## src/rtl/cpu_pkg.sv

```systemverilog
// Shared definitions for the CPU program-load path: loader states, NOP word, default depth.
package cpu_pkg;

    typedef enum logic [2:0] {
        IDLE,
        FILL,
        CLEAR,
        BURST,
        FLUSH,
        RUN
    } state_t;

    localparam logic [31:0] NOP_WORD   = 32'h0000_0000;
    localparam int          LOAD_DEPTH = 32;

endpackage

```

## src/rtl/prog_buf.sv

```systemverilog
// Program word store: DEPTH x 32 register array, synchronous write, asynchronous read.
module prog_buf #(
    parameter int DEPTH = 32,
    parameter int AW    = $clog2(DEPTH)
) (
    input  logic          clk_i,
    input  logic          we_i,
    input  logic [AW-1:0] waddr_i,
    input  logic [31:0]   wdata_i,
    input  logic [AW-1:0] raddr_i,
    output logic [31:0]   rdata_o
);

    logic [31:0] mem [DEPTH];

    always_ff @(posedge clk_i) begin
        if (we_i) begin
            mem[waddr_i] <= wdata_i;
        end
    end

    assign rdata_o = mem[raddr_i];

endmodule

```

## src/rtl/prog_loader.sv

```systemverilog
// Program loader: buffers a streamed program, then replays it gap-free into the CPU's load port.
// Define PROG_LOADER_PAD_EN to append up to PAD_WORDS NOPs after the program.
module prog_loader
    import cpu_pkg::*;
#(
    parameter int DEPTH     = LOAD_DEPTH,
    parameter int AW        = $clog2(DEPTH),
    parameter int PAD_WORDS = 4
) (
    input  logic          clk,
    input  logic          Reset,
    input  logic          start,
    input  logic          in_valid,
    input  logic [31:0]   in_data,
    input  logic          in_last,
    output logic          in_ready,
    output logic          cpu_reset,
    output logic          cpu_load,
    output logic [31:0]   cpu_instr,
    output logic [AW:0]   word_count,
    output logic          busy,
    output logic          overflow
);

`ifdef PROG_LOADER_PAD_EN
    localparam bit PAD_EN = 1'b1;
`else
    localparam bit PAD_EN = 1'b0;
`endif

    localparam logic [AW:0] DEPTH_W = (AW+1)'(DEPTH);
    localparam logic [AW:0] PAD_W   = (AW+1)'(PAD_WORDS);

    state_t        state_q;
    logic [AW:0]   wordCount_q;
    logic [AW:0]   wordCount_d;
    logic [AW-1:0] rdIdx_q;
    logic [AW:0]   rdIdx_d;
    logic          flush_q;
    logic          overflow_q;
    logic          inReady_q;
    logic          cpuReset_q;
    logic          cpuLoad_q;
    logic [31:0]   cpuInstr_q;

    logic          accept;
    logic [AW:0]   room;
    logic [AW:0]   padLen;
    logic [AW:0]   burstLen;
    logic [AW-1:0] rdAddr;
    logic [31:0]   bufData;

    assign accept      = (state_q == FILL) && in_valid && inReady_q;
    assign wordCount_d = wordCount_q + 1'b1;
    assign rdIdx_d     = {1'b0, rdIdx_q} + 1'b1;

    // The read port looks one word ahead so cpu_instr can be registered.
    assign rdAddr = (state_q == BURST) ? rdIdx_d[AW-1:0] : '0;

    // Padding is clipped so the CPU never receives more than DEPTH words.
    always_comb begin
        room   = DEPTH_W - wordCount_q;
        padLen = '0;
        if (PAD_EN) begin
            padLen = (room < PAD_W) ? room : PAD_W;
        end
        burstLen = wordCount_q + padLen;
    end

    prog_buf #(
        .DEPTH (DEPTH),
        .AW    (AW)
    ) u_buf (
        .clk_i   (clk),
        .we_i    (accept),
        .waddr_i (wordCount_q[AW-1:0]),
        .wdata_i (in_data),
        .raddr_i (rdAddr),
        .rdata_o (bufData)
    );

    always_ff @(posedge clk or posedge Reset) begin
        if (Reset) begin
            state_q     <= IDLE;
            wordCount_q <= '0;
            rdIdx_q     <= '0;
            flush_q     <= 1'b0;
            overflow_q  <= 1'b0;
            inReady_q   <= 1'b0;
            cpuReset_q  <= 1'b1;
            cpuLoad_q   <= 1'b0;
            cpuInstr_q  <= NOP_WORD;
        end else begin
            case (state_q)
                IDLE, RUN: begin
                    if (start) begin
                        state_q     <= FILL;
                        wordCount_q <= '0;
                        overflow_q  <= 1'b0;
                        inReady_q   <= 1'b1;
                        cpuReset_q  <= 1'b1;
                        cpuLoad_q   <= 1'b0;
                    end
                end
                FILL: begin
                    if (accept) begin
                        wordCount_q <= wordCount_d;
                        if (in_last) begin
                            state_q   <= CLEAR;
                            inReady_q <= 1'b0;
                        end else begin
                            inReady_q <= (wordCount_d < DEPTH_W);
                        end
                    end else if (in_valid && !inReady_q) begin
                        overflow_q <= 1'b1;
                        state_q    <= CLEAR;
                    end
                end
                CLEAR: begin
                    state_q    <= BURST;
                    rdIdx_q    <= '0;
                    cpuReset_q <= 1'b0;
                    cpuLoad_q  <= 1'b1;
                    cpuInstr_q <= bufData;
                end
                BURST: begin
                    if (rdIdx_d == burstLen) begin
                        state_q    <= FLUSH;
                        flush_q    <= 1'b0;
                        cpuReset_q <= 1'b1;
                        cpuLoad_q  <= 1'b0;
                        cpuInstr_q <= NOP_WORD;
                    end else begin
                        rdIdx_q    <= rdIdx_d[AW-1:0];
                        cpuInstr_q <= (rdIdx_d < wordCount_q) ? bufData : NOP_WORD;
                    end
                end
                FLUSH: begin
                    if (flush_q) begin
                        state_q    <= RUN;
                        cpuReset_q <= 1'b0;
                    end else begin
                        flush_q <= 1'b1;
                    end
                end
                default: begin
                    state_q <= IDLE;
                end
            endcase
        end
    end

    assign in_ready   = inReady_q;
    assign cpu_reset  = cpuReset_q;
    assign cpu_load   = cpuLoad_q;
    assign cpu_instr  = cpuInstr_q;
    assign word_count = wordCount_q;
    assign overflow   = overflow_q;
    assign busy       = (state_q != IDLE) && (state_q != RUN);

endmodule

```

## config.mk

```make
export PLATFORM = sky130hd
export DESIGN_NAME = prog_loader
export DESIGN_NICKNAME = d
export VERILOG_FILES = /design/src/rtl/cpu_pkg.sv /design/src/rtl/prog_buf.sv /design/src/rtl/prog_loader.sv
export SDC_FILE = /design/constraint.sdc
export NUM_CORES = 1
export LEC_CHECK = 0
export BUFFER_PORTS_ARGS = -buffer_cell sky130_fd_sc_hd__buf_4
export CAP_MARGIN = 10
export CORE_ASPECT_RATIO = 1.2
export CORE_MARGIN = 3
export CORE_UTILIZATION = 65
export DETAILED_ROUTE_END_ITERATION = 6
export PLACE_DENSITY = 0.82
export SLEW_MARGIN = 20
export SYNTH_ARGS = -nofsm -noshare
export SYNTH_HDL_FRONTEND = slang
export SYNTH_HIERARCHICAL = 1
export SYNTH_SLANG_ARGS = --single-unit
```

## constraint.sdc

```tcl
create_clock -name clk -period 6.7 [get_ports clk]
set_clock_uncertainty 0.2 [all_clocks]
set_input_delay 0.335 -clock clk [delete_from_list [all_inputs] [get_ports clk]]
set_output_delay 0.335 -clock clk [all_outputs]
set_load 0.01 [all_outputs]
```

# Word level (Yosys, flattened, before mapping)
# Memories as Yosys holds them, arrays and structs flattened.
# Cells that the tools add are included.
[classes] add_sub_neg=2 magnitude_cmp=2 eq_ne=16 n_mux=32 reduce_logical=20
[ops] operator="two-way mux 32 bit" n=2
[ops] operator="case mux 32 bit (2 select lines)" n=1
[ops] operator="two-way mux 3 bit" n=6
[ops] operator="case mux 3 bit (5 select lines)" n=1
[ops] operator="two-way mux 6 bit" n=2
[ops] operator="case mux 6 bit (2 select lines)" n=1
[ops] operator="two-way mux 1 bit" n=11
[ops] operator="two-way mux 5 bit" n=2
[ops] operator="inequality test 2 bit, second input constant" n=5
[ops] operator="case mux 5 bit (2 select lines)" n=1
[ops] operator="AND reduction 4 bit" n=2
[ops] operator="adder 5 x 1 -> 6 bit, second input constant" n=1
[ops] operator="adder 6 x 1 -> 6 bit, second input constant" n=1
[ops] operator="== test 3 x 2 -> 1 bit, second input constant" n=2
[ops] operator="== test 3 bit, second input constant" n=2
[ops] operator="== test 6 bit" n=1
[ops] operator="< comparator 6 bit" n=1
[ops] operator="< comparator 6 bit, second input constant" n=1
[ops] operator="inequality test 3 bit, second input constant" n=2
[ops] operator="case mux 1 bit (2 select lines)" n=3
[ops] operator="AND reduction 3 bit" n=2
[ops] operator="nonzero test 2 bit" n=3
[ops] operator="nonzero test 3 bit" n=2
[ops] operator="AND reduction 5 bit" n=1
[ops] operator="other kinds (11)" n=16
[word_totals] regBits=51 ram_bits=1024 input_bits=37 output_inout_bits=43 wordCells=82 mem_count=1
[mem_list] memory="u_buf.mem" words=32 word_bits=32 read_ports=1 rd_ports_with_merged_regs=0 wr=1 line="prog_buf.sv:14" rtl="logic [31:0] mem [DEPTH];"

# Logic depth before layout (Yosys ltp)
# Gate-level depths: netlist of the first run.
# An unclocked memory read counts as a cell.
[logic_depth] depth_word=6 ltp_mapped=15 mapped_depth_nobuf=10

# By module
# The synthesis of the first run kept the hierarchy.
[modules_own_cells] mod="prog_buf" n_inst=1 cells_per_inst=2228 area_per_inst_um2=39844.5
[modules_own_cells] mod="prog_loader" n_inst=1 cells_per_inst=261 area_per_inst_um2=2597.5

# Worst setup path after synthesis of the first run
# OpenSTA, ideal clock, no wires.
[synth_timing] path_kind="register to register" startpoint="reg state_q[0]" endpoint="mem u_buf.mem[28][0] (enable)" setup_time_ns=0.421 t_arrival_ns=3.010 required_time_ns=6.079 setup_slack_ns=3.069 stages_incl_launch_ff=8 cell_sequence="dfrtp_1 > buf_4 > nor2b_1 > nand3_1 > inv_1 > or3b_2 > clkbuf_1 > nor2_1"
[synth_via] elab_chain_len=5
[synth_rtl] element="start: declaration" line="prog_loader.sv:34" rtl="state_t state_q;"
[synth_rtl] element="start signal: assignment" line="prog_loader.sv:84" rtl="state_q <= IDLE;"
[synth_rtl] element="start signal: assignment" line="prog_loader.sv:97" rtl="state_q <= FILL;"
[synth_rtl] element="start signal: assignment" line="prog_loader.sv:109" rtl="state_q <= CLEAR;"
[synth_rtl] element="== test 3 x 1 -> 1 bit" line="prog_loader.sv:53" rtl="assign accept = (state_q == FILL) && in_valid && inReady_q;"
[synth_rtl] element="logical AND 1 bit (2 in series)" line="prog_loader.sv:53"
[synth_rtl] element="named net accept" line="prog_loader.sv:46" rtl="logic accept;"
[synth_rtl] element="two-way mux 1 bit" line="prog_buf.sv:17" rtl="if (we_i) begin"
[synth_rtl] element="two-way mux 1 bit (not written as such)" line="prog_buf.sv:18" rtl="mem[waddr_i] <= wdata_i;"
[synth_rtl] element="end: declaration" line="prog_buf.sv:14"
# The timed path passes the listed nets, and every way through them passes these cells.

# Final worst setup path of the first run
[layout_timing] startpoint="reg state_q[1]" endpoint="reg cpuInstr_q[12], in the netlist cpu_instr[12]"
[layout_via] elab_chain_len=6
[layout_rtl] element="== test 3 x 2 -> 1 bit *" line="prog_loader.sv:58" rtl="assign rdAddr = (state_q == BURST) ? rdIdx_d[AW-1:0] : '0;"
[layout_rtl] element="two-way mux 5 bit *" line="prog_loader.sv:58"
[layout_rtl] element="named net rdAddr[2]" line="prog_loader.sv:50" rtl="logic [AW-1:0] rdAddr;"
[layout_rtl] element="memory read (32 x 32 bit) *"
[layout_rtl] element="named net bufData[12]" line="prog_loader.sv:51" rtl="logic [31:0] bufData;"
[layout_rtl] element="two-way mux 32 bit" line="prog_loader.sv:135" rtl="cpuInstr_q <= (rdIdx_d < wordCount_q) ? bufData : NOP_WORD;"
[layout_rtl] element="two-way mux 32 bit" line="prog_loader.sv:127" rtl="if (rdIdx_d == burstLen) begin"
[layout_rtl] element="case mux 32 bit (2 select lines) *" line="prog_loader.sv:94" rtl="case (state_q)"
[layout_rtl] element="end signal: assignment" line="prog_loader.sv:124" rtl="cpuInstr_q <= bufData;"
[layout_rtl] element="end signal: assignment" line="prog_loader.sv:135"
[layout_rtl] element="end: declaration" line="prog_loader.sv:44" rtl="logic [31:0] cpuInstr_q;"
# The timed path passes the listed nets; every way through them passes the cells marked *.
# A chain may end at the register's enable or synchronous reset.

==> results of run 1 <==
==> state kept, by name, indices dropped and copies added, names as in the netlist <==
| signal | count |
|---|---|
| state_q | 3 |
| u_buf/mem | 1024 |
| rdIdx_q | 5 |
| cpu_instr | 32 |
| word_count | 6 |
| flush_q | 1 |
| cpu_load | 1 |
| cpu_reset | 1 |
| overflow | 1 |
| in_ready | 1 |
==> worst max-delay path, delay by kind of cell (launching register included) <==
family                 cells  cell delay (ns)
multiplexers               1             0.18
AND/OR/NAND/NOR            6             1.71
AO/OA/AOI/OAI              2             0.41
buffers and inverters      2             1.15
flip-flops                 1             0.64
==> synthesized netlist by cell type (33+ instances only) <==
library cell / instances
a22o_1: 65
mux2i_1: 544
dfrtp_1: 50
nand3_1: 107
nand2_1: 111
edfxtp_1: 1024
clkbuf_1: 49
buf_4: 35
nor3_1: 67
a22oi_1: 97
nor2_1: 50
buf_2: 35
a21oi_1: 105
a31oi_1: 33
==> layout make-up <==
class / count / area, um2
flip-flops and latches: 1075 / 32000
fillers: 3569 / 17000
multi-input cells: 1258 / 9830
clock buffers: 123 / 2620
repair buffers: 176 / 1550
well taps: 832 / 1040
clock inverters: 52 / 437
inverters: 14 / 52.6
diodes: 1 / 2.50
==> power by group through the flow <==
stage / clock, uW / sequential [uW] / combinational (uW)
floorplan: 0 / 7900 / 3590
global placement: 0 / 7960 / 4690
detailed placement: 0 / 7970 / 4880
CTS: 5360 / 7830 / 4960
global route: 5630 / 7850 / 5290
finish: 5320 / 7840 / 5040
==> per-stage QoR <==
| stage | utilization | worst slack [ns] |
|---|---|---|
| detailed placement | 0.683 | 2.38 |
| CTS | 0.736 | 2.29 |
| finish | 0.736 | 2.19 |
| global placement | 0.683 | 2.51 |
| floorplan | - | 3.07 |
| global route | 0.736 | 2.03 |
==> routing by layer <==
layer	global-route usage	vias up	wire length [um]
met5	0	-	13
met4	0.147	2	4860
met3	0.0467	319	10900
met2	0.508	1641	52500
met1	0.407	12000	37000
li1	-	10100	-
==> kinds of logic after synthesis <==
group                      count (synthesis)
DFF                                     1075
muxes                                    544
and+or+nand+nor                          374
AOI/OAI and AO/OA                        330
buffers and inverters                    156
adders and majority gates                  8
xor gates and xnor gates                   2
==> final timing paths <==
path / to / slack, ns / depth (start not counted)
worst max-delay path: cpu_instr[12] / 2.19 / 11
worst min-delay path: overflow / 0.34 / 2
worst max register to register: cpu_instr[12] / 2.19 / 11
worst min register to register: overflow / 0.34 / 2
max in group asynchronous: cpu_instr[20] / 5.29 / 4
min in group asynchronous: cpu_instr[5] / 0.38 / 4
==> flow_summary.json, run 1 <==
{
  "drt_iter0_markers": 3295,
  "min_from": "overflow",
  "drive_gt1_frac": 0.123,
  "htree_levels": 3,
  "antenna_found_initial": 2,
  "crit_required_ns": 7.00,
  "synth_top_family_by_area": "multiplexers",
  "fp-row-count": 102,
  "min_period_ns": 4.51,
  "synth-edff-count": 1024,
  "post_cts_buffers": 0,
  "grt_max_degree": 129,
  "grt_use_total": 0.307,
  "postSynthAreaPerCell_um2": 17.1,
  "holdWs_ns": 0.340,
  "path_cells": "nor2b_4 > buf_4 > and3_1 > and2_4 > buf_4 > a22o_1 > nor3_1 > a31oi_1 > nand3_1 > mux2i_1 > nor3_1",
  "power_uw": 18200,
  "p_switching_uw": 5580,
  "synthAdderAreaFrac": 0.00236,
  "fmax_ghz": 0.222,
  "cts_resized": 0,
  "slew_viol_final": 0,
  "dp_hpwl_um": 53300,
  "numCtsBuffers": 94,
  "routedWlPerCell_um": 29.8,
  "setup_tns_ns": 0,
  "grt_pass1_wl_um": 153000,
  "instances_no_fill": 3531,
  "cp_slowest_cell": "and2_4",
  "yosysWarningCount": 6,
  "finalCritPeriodShare": 0.674,
  "ys_types": 49,
  "setup_viol": 0,
  "cp-end-kind": "register",
  "wl_um": 105000,
  "synth_flop_cell": "edfxtp_1",
  "cts-root-buf": "clkbuf_16",
  "final_antenna_net_count": 0,
  "pwr-share-seq": 0.431,
  "vdd_ir_drop_max_uv": 332,
  "syn-num-nets": 2534,
  "cap_violations": 0,
  "synth_top_area_frac": 0.725,
  "grt-ovfl-total": 0,
  "dpl_cell_area_um2": 44100,
  "final_cell_mix": "1024 x edfxtp_1, 544 x mux2i_1, 129 x buf_4",
  "die-area_um2": 68400,
  "final_common_cell": "edfxtp_1",
  "yosys-top-cells-area": "edfxtp_1 72%, mux2i_1 13%, dfrtp_1 2.9%",
  "numPortBuffers": 79,
  "initial_core_util": 0.657,
  "worstSetupStartpointType": "register",
  "synth-simple-area-share": 0.0410,
  "tritoncts": "built",
  "arrival_ns": 4.81,
  "clockBufferDepth": 3,
  "place_inst": 3319,
  "core_um2": 64600,
  "hold_violations": 0,
  "netlist_area_um2": 42400,
  "min_path_type": "reg2reg",
  "areaGrowthSynthToFinish_pct": 12.1,
  "internal_power_uw": 12600,
  "crit_fanout": 59,
  "nets": 2664,
  "cpPeakStageDelay_ns": 0.84,
  "grt_pass1_vias": 23800,
  "status": "finished, final reports clean",
  "path_clk_slew_ns": 0.07,
  "holdBufCountCts": 36,
  "place.gp.congestion": 0.784,
  "drc": 0,
  "p_per_area_nw_per_um2": 383,
  "synth_compound_area_frac": 0.0525,
  "vias_per_cell": 6.81,
  "combPwrFrac": 0.277,
  "switching_share": 0.306,
  "synthXorXnorAreaFrac": 0.000413,
  "die_x_um": 239,
  "reg2reg_from": "state_q[1]",
  "rsz0062_at_grt": "false",
  "slew_headroom": 0.226,
  "numClockSinks": 1075,
  "drt_pass1_iterations": 6,
  "synth.largest_area_cell": "edfxtp_1",
  "crit_path_start": "state_q[1]",
  "num_vias": 24000,
  "yosysSeqAreaShare": 0.755,
  "fp.dieH_um": 286,
  "synth_mux_area_frac": 0.128,
  "p_clk_frac": 0.292,
  "path_class": "reg2reg",
  "synthArstFlopShare": 0.0474,
  "tightest_slew_ns": 1.16,
  "clk_latency_ns": 0.65,
  "netlist_instances": 2489,
  "ys_seq_elements": 1075,
  "p_leak_uw": 0.0154,
  "io_pins": 80,
  "final_area_um2": 47600
}
Note: power is estimated with default switching activity, not from simulation.
==> inputs of run 2 (changes only) <==
ABC_AREA = 1   (was unset)
CORE_UTILIZATION = 57   (was 65)
PLACE_DENSITY = 0.76   (was 0.82)
clock period = 4 ns   (was 6.7 ns; I/O delays follow)
==> run 2 against run 1 <==
  * Clock power rose by 70%
  * Cell count rose by 44%
  * Worst hold slack got worse by 0.23 ns
  * Via count rose by 28%
  * Area after synthesis rose by 5.0%
  * First-iteration DRC count rose by 21%
  * Power rose by 19%
  * Worst setup slack got worse by 1.7 ns
  * Die area rose by 19%
  * Highest routed layer unchanged
==> flow_summary.json, run 2 <==
{
  "synth_top_area_frac": 0.690,
  "cap_violations": 0,
  "numCtsBuffers": 96,
  "tritoncts": "built",
  "vias_per_cell": 6.04,
  "min_period_ns": 3.53,
  "vdd_ir_drop_max_uv": 284,
  "power_uw": 21600,
  "tightest_slew_ns": 0.976,
  "holdBufCountCts": 41,
  "path_class": "reg2reg",
  "grt_pass1_vias": 29600,
  "p_per_area_nw_per_um2": 433,
  "arrival_ns": 3.92,
  "crit_required_ns": 4.39,
  "clk_latency_ns": 0.65,
  "final_antenna_net_count": 0,
  "htree_levels": 3,
  "hold_violations": 0,
  "regMostFlops": "u_buf/mem",
  "syn-num-nets": 3933,
  "die-area_um2": 81600,
  "antenna_found_initial": 2,
  "synth.most_common_cell": "nand2_1",
  "antenna_cells": 0,
  "synth_flop_cell": "edfxtp_1",
  "path_clk_slew_ns": 0.06,
  "worstSetupStartpointType": "register",
  "netlist_instances": 3888,
  "drt_pass1_iterations": 6,
  "post_cts_buffers": 0,
  "die_x_um": 261,
  "fin_util": 0.648,
  "grt_use_total": 0.302,
  "final_common_cell": "nand2_1",
  "yosysSeqAreaShare": 0.719,
  "largest_reg_flops": 1024,
  "num_vias": 30700,
  "fp.dieH_um": 312,
  "drt_iter0_markers": 3991,
  "synthArstFlopShare": 0.0474,
  "routedWlPerCell_um": 24.1,
  "final_cell_mix": "1588 x nand2_1, 1024 x edfxtp_1, 797 x nand3_1",
  "ys_seq_elements": 1075,
  "cts_resized": 0,
  "initial_core_util": 0.579,
  "numPortBuffers": 79,
  "setup_tns_ns": 0,
  "dp_hpwl_um": 64600,
  "numClockSinks": 1075,
  "yosys-top-cells-area": "edfxtp_1 69%, nand2_1 13%, nand3_1 9.0%",
  "drc": 0,
  "drive_gt1_frac": 0.0939,
  "setup_viol": 0,
  "nets": 4030,
  "rsz0062_at_grt": "false",
  "place.gp.congestion": 0.829,
  "core_um2": 76900,
  "synth.largest_area_cell": "edfxtp_1",
  "crit_fanout": 98,
  "cts-root-buf": "clkbuf_16",
  "slew_headroom": 0.349,
  "grt-ovfl-total": 0,
  "io_pins": 80,
  "p_leak_uw": 0.0186,
  "grt_pass1_wl_um": 181000,
  "clockBufferDepth": 3,
  "place_inst": 4863,
  "yosysWarningCount": 6,
  "synth_common_cells": "1588 x nand2_1, 1024 x edfxtp_1, 797 x nand3_1",
  "fp-row-count": 111,
  "status": "finished, final reports clean",
  "slew_viol_final": 0,
  "wl_um": 123000,
  "grt_max_degree": 113,
  "finalCritPeriodShare": 0.882,
  "ys_types": 30,
  "netlist_area_um2": 44600,
  "synth-edff-count": 1024,
  "instances_no_fill": 5083,
  "cp-end-kind": "register",
  "fillers": 5488,
  "fmax_ghz": 0.283,
  "areaGrowthSynthToFinish_pct": 11.9,
  "min_path_type": "in2async",
  "postSynthAreaPerCell_um2": 11.5
}
-- run 2: metal layers --
layer | up-vias | part of all wire | track usage
met3 | 482 | 0.11 | 0.0554
li1 | 13600 | - | -
met5 | - | 0.00021 | 0
met2 | 1971 | 0.47 | 0.483
met4 | 4 | 0.068 | 0.181
met1 | 14700 | 0.35 | 0.385
-- run 2: where the power goes --
part           switching (uW)  total (uW)  internal [uW]
logic                     165         214           49.3
registers               0.287       12300          12300
clock network            3980        9060           5080
total                    4150       21600          17400
-- run 2: path summary, 6_finish.rpt --
kind,startpoint,endpoint,slack (ns),cells past startpoint
hold / removal,Reset,overflow,0.11,3
max in group asynchronous,Reset,cpu_instr[19],2.43,4
setup reg to reg,state_q[2],cpu_instr[14],0.47,19
setup / recovery,state_q[2],cpu_instr[14],0.47,19
hold reg to reg,cpu_reset,cpu_reset,0.26,2
min in group clk,cpu_reset,cpu_reset,0.26,2
-- run 2: final cells by class --
type	instances	area [um2]	share of cell area
clock buffer	130	2630	0.0528
clock inverter	49	433	0.00868
inverter	72	299	0.00600
multi-input combinational	2512	10900	0.219
sequential	1075	32000	0.642
tap	1017	1270	0.0255
timing repair buffer	228	2280	0.0457
-- run 2: worst max-delay path, cell delays in order, from the launching register on --
cell	delay, ns
dfrtp_1	0.51
inv_2	0.12
nand2_4	0.08
nor2_4	0.16
inv_2	0.17
nor2_4	0.22
buf_12	0.34
buf_12	0.37
nand2_1	0.12
nand3_1	0.12
nand3_1	0.08
nand2_1	0.09
nand2_1	0.07
nand2_1	0.11
nand2_1	0.07
nand2_1	0.11
inv_1	0.09
nor2_1	0.12
nand2_1	0.09
nand2_1	0.08
-- run 2: through the flow --
| stage | cell area (um2) | hold slack, ns | setup WS [ns] |
|---|---|---|---|
| 6_report | 49900 | 0.110 | 0.471 |
| 5_1_grt | 49900 | 0.146 | 0.296 |
| 2_1_floorplan | 44600 | 0.0989 | 0.777 |
| 3_5_place_dp | 46400 | 0.207 | 0.598 |
| 3_3_place_gp | 46400 | 0.213 | 0.671 |
| 4_1_cts | 49900 | 0.0929 | 0.568 |
-- run 2: cells by family (layout without fill, tap and decap cells) --
logic type,Yosys count,in the layout,synth area share
DFF,1075,1075,0.719
and+or+nand+nor,2484,2484,0.234
buffers and inverters,301,479,0.0423
adders and majority gates,8,8,0.00225
xor gates and xnor gates,3,3,0.000590
AOI/OAI and AO/OA,17,17,0.00247
